==> src/rtl/reg_op_pkg.sv <==
// Shared definitions for the register-op sequencer: widths, opcodes, FSM states.
package reg_op_pkg;

  localparam int DATA_W_DEF = 8;
  localparam int ADDR_W_DEF = 2;

  typedef enum logic [1:0] {
    OP_ADD = 2'b00,
    OP_SUB = 2'b01,
    OP_AND = 2'b10,
    OP_LDI = 2'b11
  } op_t;

  typedef enum logic [2:0] {
    ST_IDLE   = 3'd0,
    ST_READ_A = 3'd1,
    ST_READ_B = 3'd2,
    ST_EXEC   = 3'd3,
    ST_WRITE  = 3'd4
  } state_t;

endpackage

==> src/rtl/reg_op_alu.sv <==
// Combinational ALU used in the EXEC step: ADD/SUB/AND on the two operands, LDI passes the immediate.
module reg_op_alu
  import reg_op_pkg::*;
#(
  parameter int DATA_W = DATA_W_DEF
) (
  input  logic [1:0]        op,
  input  logic [DATA_W-1:0] a,
  input  logic [DATA_W-1:0] b,
  input  logic [DATA_W-1:0] imm,
  output logic [DATA_W-1:0] res,
  output logic              c
);

  logic [DATA_W:0] sum;

  // Result and carry/borrow; carry is only meaningful for ADD and SUB
  always_comb begin
    sum = '0;
    res = '0;
    c   = 1'b0;
    case (op_t'(op))
      OP_ADD: begin
        sum = {1'b0, a} + {1'b0, b};
        res = sum[DATA_W-1:0];
        c   = sum[DATA_W];
      end
      OP_SUB: begin
        res = a - b;
        c   = (a < b);
      end
      OP_AND: res = a & b;
      OP_LDI: res = imm;
      default: ;
    endcase
  end

endmodule

==> src/rtl/reg_op_sequencer.sv <==
// Sequencer that reads up to two registers, runs the ALU and writes the result back to the register file.
module reg_op_sequencer
  import reg_op_pkg::*;
#(
  parameter int DATA_W = DATA_W_DEF,
  parameter int ADDR_W = ADDR_W_DEF
) (
  input  logic              clk,
  input  logic              reset,
  input  logic              cmd_valid,
  output logic              cmd_ready,
  input  logic [1:0]        cmd_op,
  input  logic [ADDR_W-1:0] cmd_dst,
  input  logic [ADDR_W-1:0] cmd_src_a,
  input  logic [ADDR_W-1:0] cmd_src_b,
  input  logic [DATA_W-1:0] cmd_imm,
  output logic [ADDR_W-1:0] rf_raddr,
  input  logic [DATA_W-1:0] rf_rdata,
  output logic              rf_we,
  output logic [ADDR_W-1:0] rf_waddr,
  output logic [DATA_W-1:0] rf_wdata,
  output logic              done,
  output logic [DATA_W-1:0] result,
  output logic              flag_c,
  output logic              flag_z
);

  state_t            state, state_nxt;
  logic              accept;
  logic [1:0]        op_q;
  logic [ADDR_W-1:0] dst_q, src_a_q, src_b_q;
  logic [DATA_W-1:0] imm_q, opa, opb, res_q;
  logic              c_q;
  logic [DATA_W-1:0] alu_res;
  logic              alu_c;

  assign accept = cmd_valid & cmd_ready;

  reg_op_alu #(.DATA_W(DATA_W)) u_alu (
    .op  (op_q),
    .a   (opa),
    .b   (opb),
    .imm (imm_q),
    .res (alu_res),
    .c   (alu_c)
  );

  // State register; reset aborts any operation in flight
  always_ff @(posedge clk or posedge reset) begin
    if (reset) state <= ST_IDLE;
    else       state <= state_nxt;
  end

  // Next-state and register-file port drive; ports rest at zero outside their active state
  always_comb begin
    state_nxt = state;
    cmd_ready = 1'b0;
    rf_raddr  = '0;
    rf_we     = 1'b0;
    rf_waddr  = '0;
    rf_wdata  = '0;
    done      = 1'b0;
    case (state)
      ST_IDLE: begin
        cmd_ready = 1'b1;
        if (accept) state_nxt = (op_t'(cmd_op) == OP_LDI) ? ST_EXEC : ST_READ_A;
      end
      ST_READ_A: begin
        rf_raddr  = src_a_q;
        state_nxt = ST_READ_B;
      end
      ST_READ_B: begin
        rf_raddr  = src_b_q;
        state_nxt = ST_EXEC;
      end
      ST_EXEC: state_nxt = ST_WRITE;
      ST_WRITE: begin
        rf_we     = 1'b1;
        rf_waddr  = dst_q;
        rf_wdata  = res_q;
        done      = 1'b1;
        state_nxt = ST_IDLE;
      end
      default: state_nxt = ST_IDLE;
    endcase
  end

  // Latch the command fields on the accepting edge
  always_ff @(posedge clk or posedge reset) begin
    if (reset) begin
      op_q    <= '0;
      dst_q   <= '0;
      src_a_q <= '0;
      src_b_q <= '0;
      imm_q   <= '0;
    end else if (accept) begin
      op_q    <= cmd_op;
      dst_q   <= cmd_dst;
      src_a_q <= cmd_src_a;
      src_b_q <= cmd_src_b;
      imm_q   <= cmd_imm;
    end
  end

  // Capture operands during the read states and the ALU output during EXEC
  always_ff @(posedge clk or posedge reset) begin
    if (reset) begin
      opa   <= '0;
      opb   <= '0;
      res_q <= '0;
      c_q   <= 1'b0;
    end else begin
      if (state == ST_READ_A) opa <= rf_rdata;
      if (state == ST_READ_B) opb <= rf_rdata;
      if (state == ST_EXEC) begin
        res_q <= alu_res;
        c_q   <= alu_c;
      end
    end
  end

  // Visible result and flags follow the write-back and hold until the next one
  always_ff @(posedge clk or posedge reset) begin
    if (reset) begin
      result <= '0;
      flag_c <= 1'b0;
      flag_z <= 1'b0;
    end else if (state == ST_WRITE) begin
      result <= res_q;
      flag_c <= c_q;
      flag_z <= (res_q == '0);
    end
  end

endmodule

==> config.mk <==
export PLATFORM = sky130hd
export DESIGN_NAME = reg_op_sequencer
export DESIGN_NICKNAME = d
export VERILOG_FILES = /design/src/rtl/reg_op_pkg.sv /design/src/rtl/reg_op_alu.sv /design/src/rtl/reg_op_sequencer.sv
export SDC_FILE = /design/constraint.sdc
export NUM_CORES = 1
export LEC_CHECK = 0
export CAP_MARGIN = 0
export CORE_AREA = 10 10 95 106
export CTS_BUF_LIST = sky130_fd_sc_hd__clkbuf_8
export DETAILED_ROUTE_END_ITERATION = 7
export DIE_AREA = 0 0 105 116
export GPL_ROUTABILITY_DRIVEN = 0
export PLACE_DENSITY = 0.71
export SYNTH_ARGS = -nofsm -noshare
export SYNTH_HDL_FRONTEND = slang
export SYNTH_HIERARCHICAL = 1
export SYNTH_SLANG_ARGS = --single-unit
==> constraint.sdc <==
create_clock -name clk -period 2.7 [get_ports clk]
set_input_delay 0.27 -clock clk [delete_from_list [all_inputs] [get_ports clk]]
set_output_delay 0.27 -clock clk [all_outputs]
set_load 0.005 [all_outputs]
## After elaboration in Yosys (flattened, before gate mapping)

Cells that the tools add are included.
Widths: inputs -> output; s select.

| operators by class | value |
|---|---|
| $add $sub $neg | 2 |
| order comparisons | 1 |
| eq/ne operators | 9 |
| mux-type cells | 10 |
| bitwise gates (word level) | 2 |
| reductions and logical operators | 3 |

Operators by type and width:

| operator | count |
|---|---|
| $pmux 8 s4 | 1 |
| $pmux 3 s4 | 1 |
| $add 8x8->9 | 1 |
| $and 8x8->8 | 1 |
| $logic_not 8->1 | 1 |
| $lt 8x8->1 | 1 |
| $mux 8 | 1 |
| $sub 8x8->8 | 1 |
| $eq 2x2->1 const B | 3 |
| $eq 3x2->1 const B | 2 |
| $mux 2 | 2 |
| $pmux 2 s2 | 1 |
| $eq 3x1->1 const B | 1 |
| $eq 3x3->1 const B | 1 |
| $logic_not 3->1 | 1 |
| $mux 3 | 1 |
| $eq 2x1->1 const B | 1 |
| $logic_not 2->1 | 1 |
| $mux 1 | 2 |
| $ne 2x2->1 const B | 1 |
| $pmux 1 s2 | 1 |
| $and 1x1->1 | 1 |

| word-level totals | value |
|---|---|
| register bits | 54 |
| input port bits | 27 |
| output and inout bits | 25 |
| word-level logic and storage cells | 40 |

## Logic depth before layout (Yosys ltp)

| depth | value |
|---|---|
| depth in word-level cells | 5 |
| gate-level depth with buffers | 10 |
| mapped depth without buffers | 10 |

## Modules after synthesis

Netlist, hierarchy kept.

Modules (own cells, without submodules):

| module | times used | cells each | area each (sq um) | sequential area each (sq um) |
|---|---|---|---|---|
| reg_op_sequencer | 1 | 143 | 2,230.9 | 1,351.3 |
| reg_op_alu | 1 | 125 | 869.6 | 0.0 |

## Worst setup path before layout

No wires, ideal clock.

| timing path | value |
|---|---|
| kind | register to register |
| start point | register opb[1] |
| end point | register res_q[7] |
| library setup time | 0.125 ns |
| arrival | 2.000 ns |
| data required time | 2.575 ns |
| setup slack | 0.576 ns |
| cell stages (with the launch flop) | 9 |
| buffers on the path | 0 |
| clock period less this slack | 2.124 ns |
| path through | dfrtp_1 inv_1 ha_1 o311a_2 o31ai_2 a2111o_1 and3_1 a211oi_2 mux2_2 |

| on the way | value |
|---|---|
| longest elaborated chain between the ends | 2 |
| elaborated cells between the ends (all ways) | 3 |
| classes of those cells | add/sub: 2; mux: 1 |

Ends and longest elaborated chain:

| what | RTL line | RTL |
|---|---|---|
| start, declared | reg_op_sequencer.sv:32 | `logic [DATA_W-1:0] imm_q, opa, opb, res_q;` |
| start signal, assigned | reg_op_sequencer.sv:114 | `if (state == ST_READ_B) opb <= rf_rdata;` |
| $sub 8x8->8 / $add 8x8->9 (equally long branches) | reg_op_alu.sv:29, reg_op_alu.sv:24 |  |
| $pmux 8 s4 * | reg_op_alu.sv:22 | `case (op_t'(op))` |
| via alu_res[7] | reg_op_sequencer.sv:34 | `logic [DATA_W-1:0] alu_res;` |
| end signal, assigned | reg_op_sequencer.sv:116 | `res_q <= alu_res;` |
| end, declared | reg_op_sequencer.sv:32 |  |

The timed path passes the listed nets; every way through them passes the cells marked *.
A chain may end at the register's enable or synchronous reset.

## Worst setup path in the final report

| timing path | value |
|---|---|
| start point | register state[1] |
| end point | output port rf_raddr[0] |

| on the way | value |
|---|---|
| longest elaborated chain between the ends | 2 |
| elaborated cells between the ends (all ways) | 3 |
| classes of those cells | eq/ne: 2; mux: 1 |

Ends and longest elaborated chain:

| what | RTL line | RTL |
|---|---|---|
| start, declared | reg_op_sequencer.sv:28 | `state_t state, state_nxt;` |
| start signal, assigned | reg_op_sequencer.sv:51 | `else state <= state_nxt;` |
| $eq 3x2->1 / $eq 3x1->1 (equally long branches) | reg_op_sequencer.sv:63 | `case (state)` |
| $pmux 2 s2 * | reg_op_sequencer.sv:63 |  |
| end, declared | reg_op_sequencer.sv:17 | `output logic [ADDR_W-1:0] rf_raddr,` |

Mark *: on every way between the ends. The rest lies on a longest branch, timed or not.

==> results.txt <==
----------------------------------------------------
[Outcome]
  Status ... complete, no violations

[Route]
  Overall routed net length ... 6.232 mm
  Routed metal-1 wirelength ... 2.870 mm
  Wire length on met2 ... 2.910 mm
  Highest metal layer with signal wires ... met4
  Via count ... 2164
  Antenna-violating nets left ... 0
  Initial DRC Count ... 168
  Wire length per cell after detailed routing ... 14.70 um
  Number of vias per cell after detailed routing ... 5.104
  # DRC ... 0
  Number of detailed-route iterations in the first pass ... 4
  Routed length on met3 ... 360 um

[Placed design]
  Post-placement cell count ... 416
  I/O Buffers ... 51
  Final HPWL DP ... 4.840 mm
  Setup WS pre-CTS ... 389.7 ps

[Clock tree]
  Cts hold-fix bufs ... 0
  Buffer type at the clock tree root ... clkbuf_8
  CTS Buf Count ... 5
  # clock sinks ... 54
  Post-CTS setup buffer count ... 0
  Max Root-Sink Buffers ... 2
  Depth of the CTS H-tree ... 2
  Worst skew pair latency ... 310 ps
  CTS-repair resized insts ... 0
  Clock-pin transition on the worst setup and hold timing paths ... 100 ps
  TritonCTS clock tree ... built

[Timing]
  Transition time at the pin with the least slew margin ... 822.5 ps
  Post-route setup TNS ... 0 ps
  WHS ... 350.2 ps
  Final setup vio count ... 0
  Final hold violations ... 0
  Number of max-slew violations in the final report ... 0
  Fin crit share ... 88.91%
  Highest clock rate ... 0.4166 GHz
  Setup slack of the critical path after layout ... 299.4 ps
  RSZ-0062 raised after global routing ... false
  Worst Skew ... 6.703 ps
  Worst relative slew slack ... 45.17%
  Post-layout minimum cycle time ... 2401 ps

[Synth]
  #FFs+latches synth ... 54
  Area share of the leading cell type in the synthesized netlist ... 43.58%
  Total standard cell area after synthesis ... 0.003100 mm2
  Mean instance size in the synthesized netlist ... 11.57 um2
  Top cells by area in the synthesized netlist ... dfrtp_1 (44%), mux2_2 (15%), ha_1 (6.5%)
  Net count after synthesis ... 313
  Post-Synthesis Cells ... 268
  Count of flip-flops with a built-in enable after synthesis ... 0
  Ys flop type ... dfrtp_1
  Portion of the post-synthesis area used by sequential elements ... 43.58%
  Warnings from Yosys ... 6
  Async set or reset register ratio after synthesis ... 100.0%
  Distinct cell type count after synthesis ... 58
  Cell accounting for the most synthesized area ... dfrtp_1

[Floorplan]
  Die boundary width ... 105 um
  Chip Height ... 116 um
  Number of top-level design ports ... 52
  Die Outline Area ... 0.01218 mm2
  Core outline area ... 0.007828 mm2
  Starting density of the core ... 39.61%
  Number of rows in the core area ... 34

[Power]
  Largest vdd supply drop ... 427.6 uV
  Fraction of power spent switching nets ... 39.20%
  Power density normalized to cell area ... 1288 mW/mm2
  Register share of total power ... 33.8%
  Internal Power ... 2.959 mW
  Net Sw Power ... 1.908 mW
  Static Leakage ... 1.623 nW
  Power share of the combinational group ... 56.6%
  Clock group share of total power ... 9.7%

[Worst setup path]
  Type of the setup path with the least slack ... flip-flop to output pin
  Slack of the worst reg-to-reg path ... 380 ps
  Number of cells on the worst reg-to-reg path ... 8
  Arrival @ worst endpoint ... 2130 ps
  Reg-to-reg startpoint ... opa[2]
  Largest fanout of any net on the critical path ... 8
  Crit. End Element ... output pin
  Data required time of the worst path ... 2430 ps
  End of the worst register-to-register path ... res_q[7]
  Worst Setup Start Kind ... flip-flop

[Layout]
  Non-Filler Instances ... 424
  Top library cells by usage in the layout, fill and taps aside ... dfrtp_1 (54), clkdlybuf4s50_1 (51), mux2_2 (40)
  Most common cell after layout, fill and taps aside ... dfrtp_1
  Net count of the finished layout ... 360
  ANT cells ... 0
  Growth of design area from synthesis to finish ... 21.83%
  Fill cell instance count of the final layout ... 760
  Layout cell share with drive strength beyond 1 ... 23.73%

[Hold path]
  Worst min-delay path category ... primary input to asynchronous set/reset pin

[Global route]
  Vias in the first global route ... 2183
  Global-route wire length before repair ... 10.58 mm
  GRT Overall Usage ... 10.42%
  Remaining global-route overflow ... 0
  Maximum number of pins on one net before global-route repair ... 29
  Number of antenna violations at the first check in global routing ... 0

[Run]
  Max-cap violations ... 0

----------------------------------------------------
## worst max-delay path by stage
| stage | slack [ps] | to | cells past startpoint | start |
|---|---|---|---|---|
| 6_report | 300 | rf_raddr[0] | 3 | state[1] |
| 5_1_grt | 150 | rf_raddr[1] | 3 | state[1] |
| 4_1_cts | 270 | rf_raddr[0] | 3 | state[1] |
| 3_5_place_dp | 390 | res_q[7] | 8 | opa[2] |
| 3_3_place_gp | 480 | res_q[7] | 7 | opa[2] |
| 2_1_floorplan | 580 | res_q[7] | 8 | opb[1] |
## power by group through the flow
stage	registers, mW	logic [mW]	clock network [mW]
3_3_place_gp	1.64	2.69	0
4_1_cts	1.65	2.77	0.491
3_5_place_dp	1.66	2.76	0
5_1_grt	1.72	3.06	0.519
2_1_floorplan	1.46	2.23	0
6_report	1.64	2.75	0.470
## registers in the layout, indices dropped and copies added, names as in the netlist
| name | count |
|---|---|
| imm_q | 8 |
| opa | 8 |
| opb | 8 |
| res_q | 8 |
| result | 8 |
| state | 3 |
| dst_q | 2 |
| op_q | 2 |
| src_a_q | 2 |
| src_b_q | 2 |
| c_q | 1 |
| flag_c | 1 |
| flag_z | 1 |
## cells by family (layout without fill, tap and decap cells)
kind of cell               after synthesis  in the layout  share of synthesized area, %
xor gates and xnor gates                 1              1                        0.2825
muxes                                   54             54                         21.07
adders and majority gates               18             18                         7.748
AOI/OAI and AO/OA                       53             53                         12.23
DFF                                     54             54                         43.58
buffers and inverters                   39             87                         6.335
and+or+nand+nor                         49             49                         8.757
## metrics by stage
step	utilization [%]	power, mW	cell area (um2)
finish	48.26	4.867	3777
global route	48.26	5.305	3777
CTS	48.26	4.904	3777
detailed placement	47.04	4.421	3682
global placement	47.04	4.324	3682
floorplan	-	3.693	3100
## metal layers
layer	up-vias	GRT usage [%]
met5	-	0
met2	69	17.21
met4	0	3.846
met3	7	2.665
li1	1050	-
met1	1038	12.91
## final cells by class
cell class	instances	area [um2]	share of cell area, %
Inverter	24	90.09	2.385
Clock inverter	2	12.51	0.3312
Tap cell	108	135.1	3.577
Multi-Input combinational cell	175	1553	41.11
Sequential cell	54	1351	35.77
Timing Repair Buffer	55	553.0	14.64
Clock buffer	6	82.58	2.186
## synthesized netlist by cell type (3+ instances only)
cell / n
nor4_1: 3
mux2_4: 10
and2_1: 10
ha_1: 16
o21ai_1: 4
a22o_1: 3
inv_2: 3
a31oi_1: 3
a21oi_1: 12
nor3_1: 3
mux2_2: 40
buf_2: 5
nor2_1: 13
nand2_1: 6
dfrtp_1: 54
mux2i_1: 3
o21ai_0: 5
nand2b_1: 3
inv_1: 21
## critical path: stages (launching register included)
cell and delay, ps:
dfrtp_1 500, nor3b_1 570, a22o_1 240, clkdlybuf4s50_1 500
Note: power is estimated with default switching activity, not from simulation.
